## config.mk

```make
export PLATFORM = sky130hd
export DESIGN_NAME = md_unit
export DESIGN_NICKNAME = d
export VERILOG_FILES = /design/src/rtl/md_unit.sv
export SDC_FILE = /design/constraint.sdc
export NUM_CORES = 2
export LEC_CHECK = 0
export CELL_PAD_IN_SITES_DETAIL_PLACEMENT = 0
export CELL_PAD_IN_SITES_GLOBAL_PLACEMENT = 1
export CORE_AREA = 2 2 338 340
export CTS_BUF_LIST = sky130_fd_sc_hd__clkbuf_16
export CTS_CLUSTER_SIZE = 20
export DETAILED_ROUTE_END_ITERATION = 7
export DIE_AREA = 0 0 340 342
export PLACE_DENSITY_LB_ADDON = 0.1
export RECOVER_POWER = 100
export SLEW_MARGIN = 30
export SYNTH_ARGS = -nofsm -noshare
export SYNTH_HDL_FRONTEND = slang
export SYNTH_SLANG_ARGS = --single-unit
```

## constraint.sdc

```tcl
create_clock -name clk -period 34.8 [get_ports clk]
set_clock_uncertainty 0.1 [all_clocks]
set_input_delay 8.7 -clock clk [delete_from_list [all_inputs] [get_ports clk]]
set_output_delay 8.7 -clock clk [all_outputs]
set_load 0.005 [all_outputs]
```

## src/rtl/md_unit.sv

```systemverilog
// rtl/md_unit.sv - multiply/divide unit owning HI/LO, iterative restoring divider
// Optional multiply-accumulate opcodes enabled by defining MD_ACCUM_EN.
module md_unit #(
  parameter int WIDTH   = 32,
  parameter int MUL_LAT = 5
) (
  input  logic             clk,
  input  logic             reset,
  input  logic [WIDTH-1:0] v1,
  input  logic [WIDTH-1:0] v2,
  input  logic [3:0]       opt,
  input  logic             start,
  input  logic             cancel,
  output logic             busy,
  output logic             done,
  output logic             div_zero,
  output logic [WIDTH-1:0] hi,
  output logic [WIDTH-1:0] lo
);

  localparam int CNT_MAX = (WIDTH > MUL_LAT) ? WIDTH : MUL_LAT;
  localparam int CW      = $clog2(CNT_MAX + 1);

  typedef enum logic [1:0] {IDLE, MUL, DIV, FIX} state_t;

  state_t             state;
  logic [CW-1:0]      cnt;
  logic [2*WIDTH-1:0] prod;
  logic [WIDTH-1:0]   rem;
  logic [WIDTH-1:0]   quo;
  logic [WIDTH-1:0]   dvs;
  logic               q_neg;
  logic               r_neg;

  logic               op_mul, op_div, op_mthi, op_mtlo, op_acc;
  logic               is_signed;
  logic [2*WIDTH-1:0] ext_a, ext_b, product;
  logic [WIDTH-1:0]   abs_a, abs_b;
  logic [WIDTH:0]     trial;
  logic               ge;
  logic [WIDTH-1:0]   rem_next, quo_next;
  logic [2*WIDTH-1:0] mul_res;

`ifdef MD_ACCUM_EN
  logic acc_en;
  logic acc_sub;
`endif

  always_comb begin
    op_mul    = (opt == 4'b0000) || (opt == 4'b0001);
    op_div    = (opt == 4'b0010) || (opt == 4'b0011);
    op_mthi   = (opt == 4'b0100);
    op_mtlo   = (opt == 4'b0101);
`ifdef MD_ACCUM_EN
    op_acc    = (opt[3:2] == 2'b10);
`else
    op_acc    = 1'b0;
`endif
    is_signed = ~opt[0];
    ext_a     = is_signed ? {{WIDTH{v1[WIDTH-1]}}, v1} : {{WIDTH{1'b0}}, v1};
    ext_b     = is_signed ? {{WIDTH{v2[WIDTH-1]}}, v2} : {{WIDTH{1'b0}}, v2};
    // Truncating the 2W x 2W product to 2W bits yields the correct signed or unsigned result.
    product   = ext_a * ext_b;
    abs_a     = (is_signed && v1[WIDTH-1]) ? -v1 : v1;
    abs_b     = (is_signed && v2[WIDTH-1]) ? -v2 : v2;
  end

  always_comb begin
    trial    = {rem, quo[WIDTH-1]};
    ge       = (trial >= {1'b0, dvs});
    rem_next = ge ? (trial[WIDTH-1:0] - dvs) : trial[WIDTH-1:0];
    quo_next = {quo[WIDTH-2:0], ge};
  end

  always_comb begin
    mul_res = prod;
`ifdef MD_ACCUM_EN
    if (acc_en)
      mul_res = acc_sub ? ({hi, lo} - prod) : ({hi, lo} + prod);
`endif
  end

  assign busy = (state != IDLE);

  always_ff @(posedge clk) begin
    if (!reset) begin
      state    <= IDLE;
      cnt      <= '0;
      prod     <= '0;
      rem      <= '0;
      quo      <= '0;
      dvs      <= '0;
      q_neg    <= 1'b0;
      r_neg    <= 1'b0;
      done     <= 1'b0;
      div_zero <= 1'b0;
      hi       <= '0;
      lo       <= '0;
`ifdef MD_ACCUM_EN
      acc_en   <= 1'b0;
      acc_sub  <= 1'b0;
`endif
    end else begin
      done     <= 1'b0;
      div_zero <= 1'b0;
      if (state != IDLE && cancel) begin
        state <= IDLE;
        cnt   <= '0;
      end else begin
        case (state)
          IDLE: begin
            if (start && !cancel) begin
              if (op_mthi) begin
                hi <= v1;
              end else if (op_mtlo) begin
                lo <= v1;
              end else if (op_mul || op_acc) begin
                prod  <= product;
                state <= MUL;
                cnt   <= CW'(MUL_LAT - 1);
`ifdef MD_ACCUM_EN
                acc_en  <= op_acc;
                acc_sub <= opt[1];
`endif
              end else if (op_div) begin
                if (v2 == '0) begin
                  div_zero <= 1'b1;
                end else begin
                  rem   <= '0;
                  quo   <= abs_a;
                  dvs   <= abs_b;
                  r_neg <= is_signed && v1[WIDTH-1];
                  q_neg <= is_signed && (v1[WIDTH-1] ^ v2[WIDTH-1]);
                  state <= DIV;
                  cnt   <= CW'(WIDTH);
                end
              end
            end
          end
          MUL: begin
            if (cnt == '0) begin
              {hi, lo} <= mul_res;
              done     <= 1'b1;
              state    <= IDLE;
            end else begin
              cnt <= cnt - 1'b1;
            end
          end
          DIV: begin
            rem <= rem_next;
            quo <= quo_next;
            cnt <= cnt - 1'b1;
            if (cnt == CW'(1))
              state <= FIX;
          end
          FIX: begin
            hi    <= r_neg ? -rem : rem;
            lo    <= q_neg ? -quo : quo;
            done  <= 1'b1;
            state <= IDLE;
          end
          default: state <= IDLE;
        endcase
      end
    end
  end

endmodule

```

# Word-level counts from Yosys, hierarchy flattened

Index checks and enable logic that the tools add are counted.

Bitwise gates (word level): 11
Mux-type cells: 50
Equality and inequality tests: 22
Add/subtract/negate cells: 6
Reduce and logical (&&, ||, !) cells: 25
Magnitude comparators: 1
Multipliers: 1

Operator list:

| cell               | count |
|---|---|
| $mux 32            | 24 |
| $pmux 32 s3        | 2 |
| $mux 64            | 2 |
| $neg 32->32        | 4 |
| $pmux 32 s2        | 2 |
| $mul 64x64->64     | 1 |
| $mux 6             | 7 |
| $ge 33x32->1       | 1 |
| $logic_not 32->1   | 1 |
| $sub 32x32->32     | 1 |
| $ne 2x2->1 const B | 11 |
| $pmux 6 s3         | 1 |
| $mux 2             | 8 |
| $reduce_and 8->1   | 2 |
| $reduce_and 7->1   | 2 |
| $reduce_and 6->1   | 2 |
| $not 1->1          | 10 |
| $eq 4x2->1 const B | 2 |
| $eq 4x3->1 const B | 2 |
| $pmux 2 s4         | 1 |
| $reduce_or 8->1    | 1 |
| $eq 6x1->1 const B | 1 |
| $logic_not 6->1    | 1 |
| $ne 3x3->1 const B | 2 |
| other kinds (16)   | 25 |

Flip-flop bits (word level): 236
Input port bits: 72
Output and inout port bits: 67
Logic and storage cells: 128

# Longest topological paths before layout

Depth in word-level cells: 10
Depth in mapped cells: 37

# Worst setup path before layout

No wires, ideal clock.

Path type: input to register
From: input port v1[31]
To: register prod[61], in the netlist mul_res[61]
Stages on the path: 29
Library setup time: 115 ps
Arrival time: 17645 ps
Buffers on the path: 4
Path slack: 16941 ps
Cell sequence: nor2b_1 > clkbuf_1 > clkbuf_1 > clkbuf_1 > clkbuf_1 > nand2_1 > fa_1 > inv_1 > fa_1 > fa_1 > inv_1 > fa_1 > inv_1 > fa_1 > fa_1 > fa_1 > fa_1 > fa_1 > fa_1 > ha_1 > a21o_1 > o21bai_1 > nor2b_1 > o211ai_1 > a2111oi_0 > nor3_1 > a221oi_1 > nor3_1 > a2111oi_0

Longest elaborated chain between the ends: 2

RTL lines:

| item                 | line | source |
|---|---|---|
| start, declared      | 9    | `input logic [WIDTH-1:0] v1,` |
| $mux 64              | 60   | `ext_a = is_signed ? {{WIDTH{v1[WIDTH-1]}}, v1} : {{WIDTH{1'b0}}, v1};` |
| $mul 64x64->64       | 63   | `product = ext_a * ext_b;` |
| end signal, assigned | 118  | `prod <= product;` |
| end, declared        | 28   | `logic [2*WIDTH-1:0] prod;` |

Every way passes these cells.
A chain may end at the register's enable or synchronous reset.

# Worst setup path after layout

From: input port v1[0]
To: register prod[61], in the netlist mul_res[61]

Same word-level chain as after synthesis.

==> results.md <==
- MaxCap Viol Count: 9
- Core area: 0.113 mm2
- Worst setup path category: in2reg
- Layout Nets: 8632
- Fin crit period: 20.29 ns
- Row cnt: 124
- Syn avg cell area: 8.91 um2
- EDFF count, synth: 0
- Min-Delay Endpoint: mul_res[10]
- DR WL/cell: 23.8 um
- Vias/cell: 5.62
- Highest-count cells in the layout ignoring fill and taps: inv_1 (1552), fa_1 (1420), nand2_1 (776)
- WHS Path Cells: 2
- Critical Path AT: 20.63 ns
- Total die area: 0.116 mm2
- Post-CTS setup buffers: 0
- IO Port Bufs: 138
- Unique masters post-synth: 73
- Commonest non-fill, non-tap cell in the layout: inv_1
- Initial antenna violation count: 7
- Final Cycle Share: 58.3%
- DRT antenna net count: 0
- RSZ-0062 raised after global routing: false
- Synth Instances: 6927
- Post-cts sizing count: 0
- Setup slack, reg-to-reg: 29.13 ns
- Register cell area after layout: 0.00472 mm2
- Total GRT Usage: 34.9%
- Flops & latches, synth: 236
- HP Start: mul_res[10]
- Critical path fanouts, max: 36
- Remaining DRCs: 0
- Clk slew on worst S/H paths: 0.06 ns
- Mapped cell area: 0.0617 mm2
- Initial DRT Pass Iterations: 6
- CTS Buf Count: 27
- Global route total overflow: 0
- Critical-path top delay cell: clkbuf_1
- Top FF cell, synth: dfxtp_1
- Fin. Hold Viols: 0
- Initial Utilization: 54.5%
- WL final: 198 mm
- R2R depth: 9
- RR Endpoint: rem[31]
- FF-to-FF Start: state[0]
- Die Y: 342 um
- Largest net degree at the start of global routing: 71
- Skew-Pair Late Insertion Delay: 0.56 ns
- Post-Route Setup TNS: 0 ns
- Syn nets: 8771
- Final Core Density: 57.3%
- Vias in the first global route: 48988
- Rel. slew slack: -97.8%
- Clock Path Buffers: 3
- H-Tree Depth: 1
- Peak Freq: 0.0493 GHz
- First-pass GRT wire length: 304 mm
- Failing checks: capacitance limit, slew limit
- Top-Level Pins: 139
- Crit path launch type: primary input
- Crit. End Element: flop
- Starting DRC count in detailed routing: 4032
- Num Clock Sinks: 236
- Area grow syn2layout: 5.03%
- Finish-stage setup viols: 0
- Synth Warn #: 0
- Hold_buf cts: 0
- Register area share after synthesis: 7.66%
- Max stage delay on crit path: 1.82 ns
- Die X: 340 um
- Layout fillers: 10473
- Via count: 46755
- CP required: 35.14 ns
- Root buf cell: clkbuf_16
- Post-synth ARST share: 0%
- Min-Delay Path Class: reg2reg
- Multi-input logic area: 0.0496 mm2
- CTS tree: done
- Share of cells above drive strength 1: 2.81%
- Slew Limit Fails: 377
- Final RePlAce weighted congestion: 0.999
- Hpwl dp: 157 mm
- Slew at the pin closest to its max-slew limit: 2.97 ns
- Outcome: finished with violations
cell families after synthesis:
family | Yosys count | share of synthesized area [%]
XOR/XNOR | 254 | 3.61
flip-flops | 236 | 7.66
AO/OA/AOI/OAI | 824 | 8.43
buffers and inverters | 1955 | 12.0
AND/OR/NAND/NOR | 1862 | 14.7
adder cells (fa/ha/maj) | 1774 | 53.3
multiplexers | 22 | 0.363
worst max-delay path by stage:
stage / start / endpoint / cells after the start
finish: v1[0] / mul_res[61] / 31
global route: v1[0] / mul_res[61] / 31
CTS: opt[0] / mul_res[61] / 29
detailed placement: opt[0] / mul_res[61] / 29
global placement: opt[0] / mul_res[61] / 29
floorplan: v1[31] / mul_res[61] / 29
synthesized netlist by cell type, drive strengths merged (43+ instances only):
library cell / count / area share (%)
a22oi: 43 / 0.52
xnor2: 190 / 2.7
a31oi: 43 / 0.44
nand2: 777 / 4.7
a21oi: 238 / 1.9
a21o: 53 / 0.64
ha: 352 / 7.1
o21ai: 187 / 1.5
fa: 1420 / 46
clkbuf: 345 / 2.1
dfxtp: 236 / 7.7
xor2: 64 / 0.91
inv: 1546 / 9.4
a211oi: 64 / 0.78
and2: 602 / 6.1
buf: 63 / 0.51
nor3: 49 / 0.41
nor2: 247 / 1.5
critical path: cells and delay by family:
| kind | cells | cell delay (ns) |
|---|---|---|
| fa+ha+maj | 10 | 4.19 |
| simple gates | 4 | 1.18 |
| compound gates | 7 | 2.56 |
| buf+inv | 10 | 3.93 |
state kept, by name, indices dropped and copies added, names as in the netlist:
register and count:
q_neg 1, div_zero 1, dvs 32, mul_res 64, cnt 6, quo 32, rem 32, r_neg 1
hi 32, done 1, lo 32, state 2
layout make-up:
class                   count  share of cell area (%)
multi-input cells        4736                    76.6
inverters                1547                    8.97
flip-flops and latches    236                    7.29
repair buffers            240                    3.01
well taps                1512                    2.92
clock buffers              27                    1.04
clock inverters            22                   0.191
diodes                      4                  0.0154
routing by layer:
layer	global-route usage, %	share of wire (%)	up-vias
met4	12.3	4.4	0
li1	-	-	20513
met3	4.69	7.7	291
met1	49.1	43	24190
met5	0	0	-
met2	55.9	45	1761
through the flow:
stage	hold WS (ns)	setup WS, ns	instance area (um2)	std cells
final	0.349	14.51	64800	8324
after global routing	0.362	14.10	64800	8320
after CTS	0.354	16.03	64800	8320
after detailed placement	0.345	15.49	64000	8271
after global placement	0.341	15.54	64000	8271
after floorplan	0.332	16.94	61700	6927
Power is left out: the tool's default activity adds up to more than one toggle a clock period on the data nets, which glitch-free logic cannot reach.
